File: src/rtl/alu_disp_pkg.sv
// -----------------------------------------------------------------------------
// alu_disp_pkg
// Shared definitions for the ALU result display:
//   - converter FSM state encoding
//   - BCD digit count and accumulator width
//   - 7-segment code table (active-low, bit0=a .. bit6=g) and blank code
//   - helpers: segment encoding and the double-dabble "add 3" nibble adjust
// -----------------------------------------------------------------------------
package alu_disp_pkg;

  localparam int BCD_DIGITS = 3;
  localparam int BCD_W      = 4 * BCD_DIGITS;

  typedef enum logic [1:0] {
    ST_IDLE  = 2'd0,
    ST_SHIFT = 2'd1,
    ST_LATCH = 2'd2
  } disp_state_e;

  localparam logic [6:0] SEG_BLANK = 7'h7F;

  // Active-low segment codes for digits 0..9.
  localparam logic [6:0] SEG_TABLE [0:9] = '{
    7'h40, 7'h79, 7'h24, 7'h30, 7'h19,
    7'h12, 7'h02, 7'h78, 7'h00, 7'h10
  };

  // Segment code for one digit; non-decimal codes show as blank.
  function automatic logic [6:0] seg_code(input logic [3:0] digit,
                                          input logic       blank,
                                          input logic       active_low);
    logic [6:0] raw;
    if (blank) begin
      raw = SEG_BLANK;
    end else if (digit <= 4'd9) begin
      raw = SEG_TABLE[digit];
    end else begin
      raw = SEG_BLANK;
    end
    if (active_low) begin
      return raw;
    end else begin
      return ~raw;
    end
  endfunction

  // Double-dabble correction: every nibble >= 5 gets +3 before the shift.
  function automatic logic [BCD_W-1:0] bcd_adjust(input logic [BCD_W-1:0] bcd);
    logic [BCD_W-1:0] res;
    res = bcd;
    for (int i = 0; i < BCD_DIGITS; i++) begin
      if (res[4*i +: 4] >= 4'd5) begin
        res[4*i +: 4] = res[4*i +: 4] + 4'd3;
      end else begin
        res[4*i +: 4] = res[4*i +: 4];
      end
    end
    return res;
  endfunction

endpackage

File: src/rtl/alu_result_display_seven_seg_decoder.sv
// -----------------------------------------------------------------------------
// seven_seg_decoder
// Combinational BCD digit to 7-segment decoder.
// Ports:
//   digit  in  4  BCD digit (0..9)
//   blank  in  1  force all segments off
//   seg    out 7  segments, bit0=a .. bit6=g; polarity set by SEG_ACTIVE_LOW
// -----------------------------------------------------------------------------
module seven_seg_decoder
  import alu_disp_pkg::*;
#(
  parameter bit SEG_ACTIVE_LOW = 1'b1
) (
  input  logic [3:0] digit,
  input  logic       blank,
  output logic [6:0] seg
);

  // Table lookup with blanking and output polarity.
  always_comb begin
    seg = seg_code(digit, blank, SEG_ACTIVE_LOW);
  end

endmodule

File: src/rtl/alu_result_display.sv
// -----------------------------------------------------------------------------
// alu_result_display
// Converts the ALU result to decimal with a sequential double-dabble (one bit
// per clock) and drives three 7-segment displays. A one-deep pending buffer
// (latest value wins) holds a result that arrives while a conversion runs.
// Ports:
//   CLK_50        in  1      system clock
//   RESET_N       in  1      asynchronous active-low reset
//   RESULT        in  WIDTH  unsigned ALU result
//   RESULT_VALID  in  1      one-cycle strobe, RESULT is new
//   HEX0/1/2      out 7      ones/tens/hundreds segments (registered)
//   BUSY          out 1      conversion in progress (SHIFT or LATCH)
//   DONE          out 1      one-cycle pulse when the HEX outputs update
// Build option:
//   ALU_DISP_LEADING_ZERO_BLANK_EN - blank leading zero digits on HEX2/HEX1.
// -----------------------------------------------------------------------------
module alu_result_display
  import alu_disp_pkg::*;
#(
  parameter int WIDTH          = 8,
  parameter bit SEG_ACTIVE_LOW = 1'b1
) (
  input  logic             CLK_50,
  input  logic             RESET_N,
  input  logic [WIDTH-1:0] RESULT,
  input  logic             RESULT_VALID,
  output logic [6:0]       HEX0,
  output logic [6:0]       HEX1,
  output logic [6:0]       HEX2,
  output logic             BUSY,
  output logic             DONE
);

`ifdef ALU_DISP_LEADING_ZERO_BLANK_EN
  localparam bit LZ_BLANK = 1'b1;
`else
  localparam bit LZ_BLANK = 1'b0;
`endif

  localparam logic [3:0] CNT_LOAD   = 4'(WIDTH);
  localparam logic [6:0] HEX0_RST   = seg_code(4'd0, 1'b0, SEG_ACTIVE_LOW);
  localparam logic [6:0] HEX_HI_RST = seg_code(4'd0, LZ_BLANK, SEG_ACTIVE_LOW);

  disp_state_e              state_r;
  disp_state_e              state_nxt_s;
  logic                     armed_r;
  logic                     accept_s;
  logic [WIDTH-1:0]         bin_r;
  logic [BCD_W-1:0]         bcd_r;
  logic [3:0]               cnt_r;
  logic [WIDTH-1:0]         pend_val_r;
  logic                     pend_full_r;
  logic [BCD_W-1:0]         bcd_adj_s;
  logic [BCD_W+WIDTH-1:0]   cat_s;
  logic [BCD_W+WIDTH-1:0]   cat_sh_s;
  logic                     blank1_s;
  logic                     blank2_s;
  logic [6:0]               seg0_s;
  logic [6:0]               seg1_s;
  logic [6:0]               seg2_s;
  logic [6:0]               hex0_r;
  logic [6:0]               hex1_r;
  logic [6:0]               hex2_r;
  logic                     busy_r;
  logic                     done_r;

  // A strobe is only taken once the first clock after reset release has passed.
  always_comb begin
    accept_s = RESULT_VALID && armed_r;
  end

  // Next-state logic of the converter FSM.
  always_comb begin
    state_nxt_s = state_r;
    case (state_r)
      ST_IDLE: begin
        if (pend_full_r || accept_s) begin
          state_nxt_s = ST_SHIFT;
        end else begin
          state_nxt_s = ST_IDLE;
        end
      end
      ST_SHIFT: begin
        if (cnt_r == 4'd1) begin
          state_nxt_s = ST_LATCH;
        end else begin
          state_nxt_s = ST_SHIFT;
        end
      end
      ST_LATCH: state_nxt_s = ST_IDLE;
      default:  state_nxt_s = ST_IDLE;
    endcase
  end

  // One double-dabble step: adjust nibbles, then shift {bcd, bin} left by one.
  always_comb begin
    bcd_adj_s = bcd_adjust(bcd_r);
    cat_s     = {bcd_adj_s, bin_r};
    cat_sh_s  = {cat_s[BCD_W+WIDTH-2:0], 1'b0};
  end

  // Leading-zero blanking flags, evaluated on the finished BCD value.
  always_comb begin
    blank2_s = LZ_BLANK && (bcd_r[11:8] == 4'd0);
    blank1_s = LZ_BLANK && (bcd_r[11:8] == 4'd0) && (bcd_r[7:4] == 4'd0);
  end

  seven_seg_decoder #(.SEG_ACTIVE_LOW(SEG_ACTIVE_LOW)) u_dec0 (
    .digit (bcd_r[3:0]),
    .blank (1'b0),
    .seg   (seg0_s)
  );

  seven_seg_decoder #(.SEG_ACTIVE_LOW(SEG_ACTIVE_LOW)) u_dec1 (
    .digit (bcd_r[7:4]),
    .blank (blank1_s),
    .seg   (seg1_s)
  );

  seven_seg_decoder #(.SEG_ACTIVE_LOW(SEG_ACTIVE_LOW)) u_dec2 (
    .digit (bcd_r[11:8]),
    .blank (blank2_s),
    .seg   (seg2_s)
  );

  // FSM state, post-reset arming flag and registered BUSY/DONE.
  always_ff @(posedge CLK_50 or negedge RESET_N) begin
    if (!RESET_N) begin
      state_r <= ST_IDLE;
      armed_r <= 1'b0;
      busy_r  <= 1'b0;
      done_r  <= 1'b0;
    end else begin
      state_r <= state_nxt_s;
      armed_r <= 1'b1;
      busy_r  <= (state_nxt_s != ST_IDLE);
      done_r  <= (state_r == ST_LATCH);
    end
  end

  // Pending buffer: captures strobes while busy; drained first when idle.
  always_ff @(posedge CLK_50 or negedge RESET_N) begin
    if (!RESET_N) begin
      pend_val_r  <= '0;
      pend_full_r <= 1'b0;
    end else if (accept_s && ((state_r != ST_IDLE) || pend_full_r)) begin
      pend_val_r  <= RESULT;
      pend_full_r <= 1'b1;
    end else if (state_r == ST_IDLE) begin
      pend_val_r  <= pend_val_r;
      pend_full_r <= 1'b0;
    end else begin
      pend_val_r  <= pend_val_r;
      pend_full_r <= pend_full_r;
    end
  end

  // Conversion datapath: load in IDLE, one shift per SHIFT cycle.
  always_ff @(posedge CLK_50 or negedge RESET_N) begin
    if (!RESET_N) begin
      bin_r <= '0;
      bcd_r <= '0;
      cnt_r <= 4'd0;
    end else begin
      case (state_r)
        ST_IDLE: begin
          if (pend_full_r) begin
            bin_r <= pend_val_r;
            bcd_r <= '0;
            cnt_r <= CNT_LOAD;
          end else if (accept_s) begin
            bin_r <= RESULT;
            bcd_r <= '0;
            cnt_r <= CNT_LOAD;
          end else begin
            bin_r <= bin_r;
            bcd_r <= bcd_r;
            cnt_r <= cnt_r;
          end
        end
        ST_SHIFT: begin
          bcd_r <= cat_sh_s[BCD_W+WIDTH-1:WIDTH];
          bin_r <= cat_sh_s[WIDTH-1:0];
          cnt_r <= cnt_r - 4'd1;
        end
        default: begin
          bin_r <= bin_r;
          bcd_r <= bcd_r;
          cnt_r <= cnt_r;
        end
      endcase
    end
  end

  // Display registers: only updated in LATCH, so no intermediate BCD is shown.
  always_ff @(posedge CLK_50 or negedge RESET_N) begin
    if (!RESET_N) begin
      hex0_r <= HEX0_RST;
      hex1_r <= HEX_HI_RST;
      hex2_r <= HEX_HI_RST;
    end else if (state_r == ST_LATCH) begin
      hex0_r <= seg0_s;
      hex1_r <= seg1_s;
      hex2_r <= seg2_s;
    end else begin
      hex0_r <= hex0_r;
      hex1_r <= hex1_r;
      hex2_r <= hex2_r;
    end
  end

  assign HEX0 = hex0_r;
  assign HEX1 = hex1_r;
  assign HEX2 = hex2_r;
  assign BUSY = busy_r;
  assign DONE = done_r;

endmodule

File: config.mk
export PLATFORM = sky130hd
export DESIGN_NAME = alu_result_display
export DESIGN_NICKNAME = d
export VERILOG_FILES = /design/src/rtl/alu_disp_pkg.sv /design/src/rtl/alu_result_display_seven_seg_decoder.sv /design/src/rtl/alu_result_display.sv
export SDC_FILE = /design/constraint.sdc
export NUM_CORES = 1
export LEC_CHECK = 0
export ABC_AREA = 1
export ABC_CLOCK_PERIOD_IN_PS = 1500
export CAP_MARGIN = 20
export CORE_UTILIZATION = 53
export CTS_BUF_LIST = sky130_fd_sc_hd__clkbuf_8
export DETAILED_ROUTE_END_ITERATION = 10
export GPL_TIMING_DRIVEN = 0
export PLACE_DENSITY = 0.79
export SETUP_SLACK_MARGIN = 0.5
export SLEW_MARGIN = 20
export SYNTH_ARGS = -nofsm -noshare
export SYNTH_HDL_FRONTEND = slang
export SYNTH_SLANG_ARGS = --single-unit
export TNS_END_PERCENT = 1
File: constraint.sdc
create_clock -name CLK_50 -period 1.5 [get_ports CLK_50]
set_clock_uncertainty 0.2 [all_clocks]
set_input_delay 0.3 -clock CLK_50 [delete_from_list [all_inputs] [get_ports CLK_50]]
set_output_delay 0.3 -clock CLK_50 [all_outputs]
set_load 0.02 [all_outputs]
==> results.txt, run 1 <==
Port-buffer cells: 33
cell taking the most area after synthesis: dfrtp_1
Post-Syn Area: 3080 µm²
fraction of layout cells with a size suffix above 1: 24.2%
status: complete, but fails checks
syn_nets: 419
number of CTS-inserted buffers: 9
kind of end point of the critical path: output pin
CP max stage cell: dfstp_2
Die ar.: 6120 µm²
largest cells by area after synthesis: dfrtp_1 46%, nand2_1 14%, nand3_1 8.0%
Tmin final: 1.49 ns
clock-pin slew on the worst setup and hold paths: 0.06 ns
Remaining DRCs: 0
RSZ-0062 raised after global routing: true
Post-synth ARST share: 100%
maxcap violations: 0
Lkg Pwr: 0.00200 µW
initial drt markers: 92
Mapped Cells: 391
gr ovfl total: 0
Max clock buf depth: 2
worst vdd ir: 0.00108 V
Max Fclk: 670 MHz
Tcrit/Tclk final: 99.5%
Post-synth EDFFs: 0
yosys warns: 0
Pwr per Cell Area: 2250 nW/µm²
initial antenna violation count: 0
first-pass GRT wire length: 11300 µm
Critical R2R Launch: bcd_r[8]
top-count cell post-synth: nand2_1
Max H-tree Level: 3
DRT Pass-1 Iters: 4
Vias/cell: 5.28
n_diodes: 0
WL final: 6870 µm
FP Rows: 27
worst reg2reg endpoint: HEX2[3]
share of the synthesized area in the top cell type: 45.5%
Antenna Nets Post-Route: 0
worst r2r path cells: 7
path type of the worst setup path: flip-flop to output pin
CTS tree: done
Placer Congestion: 0.804
CP top delay family: flip-flops
worst stage delay on the critical path: 0.54 ns
Commonest cells post-synth: 118 x nand2_1, 56 x dfrtp_1, 49 x nand3_1
Yosys reg bits: 59
Primary FF master, synth: dfrtp_1
crit path buf inv count: 1
Final Setup Violations: 0
reg-to-reg setup timing slack: 0.03 ns
via count: 2780
vias in the first global route: 2563
Core Box Area: 5540 µm²
Layout Nets: 478
WP data required: 1.00 ns
part of the Yosys area used for sequential elements: 48.1%
# IOs: 34
final number of max-transition violations: 0
Design Power: 9130 µW
CP Launch Type: flip-flop
Die Wd: 78.2 µm
worst hold path type: input port to asynchronous set/reset pin
Final Hold Fails: 57
Critical Path AT: 0.99 ns
pin count of the biggest net entering global routing: 38
failing checks: hold timing
root buffer cell: clkbuf_8
Crit Path Max Fanout: 2
Starting Density: 55.6%
clk_lat worst skew: 0.34 ns
Layout area overhead: 31.7%
Post-Syn Area per Cell: 7.88 µm²
GRT Total Usage: 23.6%
clock net sink count: 59
Min Hold Slack: -0.342 ns
Cell Chain, Critical Path: buf_6
overall die height: 78.2 µm
WL per Instance: 13.0 µm
Yosys cell types: 22
post-DP HPWL: 4430 µm
cell type report:
class | instances | area (µm²)
clock inverter | 3 | 12.5
timing repair buffer | 48 | 488
tap | 72 | 90.1
buffer | 13 | 115
sequential | 59 | 1490
inverter | 37 | 153
multi-input combinational | 282 | 1530
clock buffer | 13 | 179
fill | 415 | 1490
routing by layer:
metal / GRT usage (%) / part of all wire [%]
met2: 41.1 / 50
met4: 10.6 / 1.9
met1: 28.3 / 44
met3: 4.65 / 3.4
met5: 0 / 0
cell families after synthesis:
logic type / count (synthesis) / synth area share, %
AOI/OAI and AO/OA: 62 / 11.2
adders and majority gates: 17 / 6.91
buffers and inverters: 50 / 6.62
DFF: 59 / 48.1
other: 1 / 0.122
and+or+nand+nor: 202 / 27.1
per-stage QoR:
stage	util [%]	instances	setup WS, ns	TNS [ns]	cell area, µm²
detailed placement	64.9	497	-0.331	-7.89	3590
CTS	70.1	518	0.00153	0	3890
floorplan	-	391	0.129	0	3160
global route	73.2	527	-0.0545	-0.675	4050
finish	73.2	527	0.00758	0	4050
global placement	64.6	496	-2.14	-118.96	3580
cell usage in the layout, fill, tap and decap left out, types with 2 or more instances in the layout:
cell,synthesis,final
a21oi_1,13,12
a31oi_1,2,2
buf_12,0,2
buf_2,12,2
buf_4,0,19
buf_6,0,10
clkbuf_8,0,13
clkdlybuf4s15_1,0,5
clkdlybuf4s15_2,0,14
clkdlybuf4s50_1,0,9
dfrtp_1,56,50
dfrtp_2,0,6
dfstp_2,3,3
ha_1,17,11
ha_4,0,5
inv_1,34,22
inv_2,1,11
inv_4,0,4
nand2_1,118,111
nand2_2,1,7
nand3_1,49,45
nand3_2,0,3
nand4_1,2,2
nor2_1,29,28
nor2_4,0,2
o211ai_1,10,10
o21ai_0,35,33
o21ai_1,0,2
how the worst max path moves through the flow:
stage	startpoint	endpoint	slack [ns]	cells after the start
4_1_cts	HEX0[6]	HEX0[6]	0.002	1
2_1_floorplan	bcd_r[9]	bcd_r[10]	0.13	7
3_5_place_dp	RESULT_VALID	cnt_r[0]	-0.33	7
3_3_place_gp	RESET_N	bcd_r[8]	-2.14	1
5_1_grt	state_r[1]	HEX0[0]	-0.05	6
6_report	HEX0[6]	HEX0[6]	0.008	1
power breakdown:
part	leakage [µW]	switching, µW	internal [µW]
registers	0.000719	539	2330
logic	0.00117	2880	1990
clock network	0.000108	614	766
state kept, by name, summed over array words and instances (netlist names):
signal	count
bin_r	8
HEX2	7
pend_full_r	1
armed_r	1
HEX0	7
BUSY	1
pend_val_r	8
DONE	1
bcd_r	12
HEX1	7
state_r	2
cnt_r	4
what timing repair did:
item                                    in CTS  in global routing
endpoints found under the hold margin       57                 22
buffers inserted                             5                  9
gates resized for setup                     85                 46
endpoints found under the setup margin      81                 81
pin swaps                                    0                  5
No activity file was read; power rests on OpenSTA's default activity.
==> run 2, diff against run 1 <==
--- a/config.mk
+++ b/config.mk
@@ -14,7 +14,7 @@
 export GPL_TIMING_DRIVEN = 0
 export PLACE_DENSITY = 0.79
 export SETUP_SLACK_MARGIN = 0.5
-export SLEW_MARGIN = 20
+export SKIP_LAST_GASP = 1
 export SYNTH_ARGS = -nofsm -noshare
 export SYNTH_HDL_FRONTEND = slang
 export SYNTH_SLANG_ARGS = --single-unit
==> run 2 against run 1 <==
  * The flow still finishes with violations (hold timing)
  * Clock power is essentially flat
  * Sequential power is essentially flat
  * Via count shrank 0.40%
  * Global-route usage shrank 0.15 points
  * Die area is the same
  * Final cell count shrank 0.19%
  * Hold slack gained 0.093 ns
  * Core utilization shrank 1.1 points
  * Maximum frequency shrank 0.20%
  * Non-clock buffer count shrank 1
  * Worst setup slack lost 0.0030 ns
  * Highest routed layer unchanged
==> results.txt, run 2 (synthesized netlist as in run 1, its figures left out) <==
CP top delay family: flip-flops
n_diodes: 0 (unchanged)
clock-pin slew on the worst setup and hold paths: 0.07 ns (about the same)
fillers: 440 (+6.0%)
Antenna Nets Post-Route: 0 (unchanged)
Die ar.: 6120 µm² (unchanged)
Tcrit/Tclk final: 99.7% (+0.20 points)
via count: 2769 (-0.40%)
max reg flops: 12 (unchanged)
Core Box Area: 5540 µm² (unchanged)
WL final: 6590 µm (-4.1%)
Critical Path AT: 1.00 ns (about the same)
initial antenna violation count: 0 (unchanged)
Max clock buf depth: 2 (unchanged)
CP Launch Type: flip-flop
Layout area overhead: 29.7%
Starting Density: 55.6% (unchanged)
Cell Chain, Critical Path: buf_4
vias in the first global route: 2543 (-0.78%)
number of CTS-inserted buffers: 9 (unchanged)
Remaining DRCs: 0 (unchanged)
root buffer cell: clkbuf_8
Final Setup Violations: 0 (unchanged)
RSZ-0062 raised after global routing: true
GRT Total Usage: 23.5% (-0.15 points)
Max H-tree Level: 3 (unchanged)
Port-buffer cells: 33 (unchanged)
worst stage delay on the critical path: 0.53 ns (about the same)
Vias/cell: 5.26 (-0.21%)
WL per Instance: 12.5 µm (-3.9%)
failing checks: hold timing
Lkg Pwr: 0.00198 µW (-0.89%)
first-pass GRT wire length: 11300 µm (+0.74%)
worst vdd ir: 0.00104 V (-4.3%)
path type of the worst setup path: flip-flop to output pin
largest registers: bcd_r x12, bin_r x8, pend_val_r x8
kind of end point of the critical path: output pin
post-DP HPWL: 4460 µm (+0.70%)
Placer Congestion: 0.804 (unchanged)
maxcap violations: 0 (unchanged)
relative slew slack: 62.0%
Max Fclk: 669 MHz (-0.20%)
Final Hold Fails: 21 (-63%)
Min Hold Slack: -0.248 ns (+0.0934 ns)
TNS Setup: 0 ns (unchanged)
commonest non-fill, non-tap cell in the layout: nand2_1
initial drt markers: 130 (+41%)
FP Rows: 27 (unchanged)
fraction of layout cells with a size suffix above 1: 22.7% (-1.5 points)
# IOs: 34 (unchanged)
setup ws final: 0.00457 ns (-0.00301 ns)
most frequent cells in the layout: 113 x nand2_1, 50 x dfrtp_1, 45 x nand3_1
Place WS: -0.329 ns (+0.00239 ns)
worst hold path type: input port to asynchronous set/reset pin
Pwr per Cell Area: 2220 nW/µm² (-1.2%)
clk_lat worst skew: 0.34 ns (about the same)
WP data required: 1.00 ns (about the same)
final number of max-transition violations: 0 (unchanged)
CTS tree: done
Worst-Margin Slew: 0.570 ns
CP max stage cell: dfstp_2
overall die height: 78.2 µm (unchanged)
gr ovfl total: 0 (unchanged)
status: complete, but fails checks
clock net sink count: 59 (unchanged)
crit path buf inv count: 1 (unchanged)
Tmin final: 1.50 ns (+0.00301 ns)
pin count of the biggest net entering global routing: 38 (unchanged)
Top reg by flops: bcd_r
Crit Path Max Fanout: 2 (unchanged)
Layout Nets: 477 (-0.21%)
DRT Pass-1 Iters: 4 (unchanged)
Die Wd: 78.2 µm (unchanged)
## run 2: cell count changes in the layout (fill, tap and decap cells not counted), sizes merged
cell           delta
clkdlybuf4s15     +1
clkinvlp          +1
clkinv            -1
clkbuf            +1
buf               -3
## run 2: power breakdown
group / internal, µW / total [µW] / switching (µW) / leakage (µW)
logic: 1860 / 4640 / 2780 / 0.00115
clock network: 766 / 1370 / 603 / 0.000108
registers: 2330 / 2870 / 536 / 0.000719
total: 4960 / 8880 / 3920 / 0.00198
## run 2: final cells by class
type	instances	area (µm²)	area share [%]
inverter	37	156	3.91
buffer	13	100	2.51
multi-input combinational	282	1500	37.5
timing repair buffer	47	470	11.8
clock buffer	13	179	4.48
sequential	59	1490	37.2
tap	72	90.1	2.25
clock inverter	3	12.5	0.313
## run 2: metrics by stage
stage / utilization [%] / area [µm²] / cells / hold WS, ns / total power, µW
6_report: 72.1 / 4000 / 526 / -0.248 / 8880
5_1_grt: 72.1 / 4000 / 526 / -0.197 / 9600
4_1_cts: 70.1 / 3880 / 518 / -0.233 / 8670
3_5_place_dp: 64.8 / 3590 / 497 / 0.125 / 7180
3_3_place_gp: 64.6 / 3580 / 496 / 0.268 / 7050
2_1_floorplan: - / 3160 / 391 / -0.196 / 5840
## run 2: final timing paths
kind / to / cells past startpoint / slack [ns] / from
max: HEX1[6] / 1 / 0.005 / HEX1[6]
max in group asynchronous: HEX2[6] / 2 / 0.70 / RESET_N
min: HEX0[1] / 1 / -0.25 / RESET_N
max reg2reg: bcd_r[6] / 7 / 0.01 / bcd_r[4]
min reg2reg: pend_val_r[4] / 2 / 0.28 / pend_val_r[4]
min in group CLK_50: pend_val_r[4] / 2 / 0.28 / pend_val_r[4]
## run 2: metal layers
layer  GRT usage [%]  part of all wire [%]  vias to the layer above  wire length [µm]
met5               0                     0                        -                 0
met4            9.81                   2.1                        0               138
met3            3.95                   3.6                       18               236
met2            40.7                    49                       63              3260
met1            28.9                    45                     1299              2960
li1                -                     -                     1389                 -
## run 2: what timing repair did
action / CTS / global route
hold endpoints to repair: 21 / 21
buffers inserted: 5 / 8
pin swaps: 0 / 4
setup endpoints to repair: 81 / 81
gates resized for setup: 84 / 23
==> run 3, diff against run 2 <==
--- a/config.mk
+++ b/config.mk
@@ -10,6 +10,7 @@
 export CAP_MARGIN = 20
 export CORE_UTILIZATION = 53
 export CTS_BUF_LIST = sky130_fd_sc_hd__clkbuf_8
+export CTS_CLUSTER_DIAMETER = 80
 export DETAILED_ROUTE_END_ITERATION = 10
 export GPL_TIMING_DRIVEN = 0
 export PLACE_DENSITY = 0.79
==> results of run 3 <==
Final layout, timing and power as in run 2 (identical DEF).
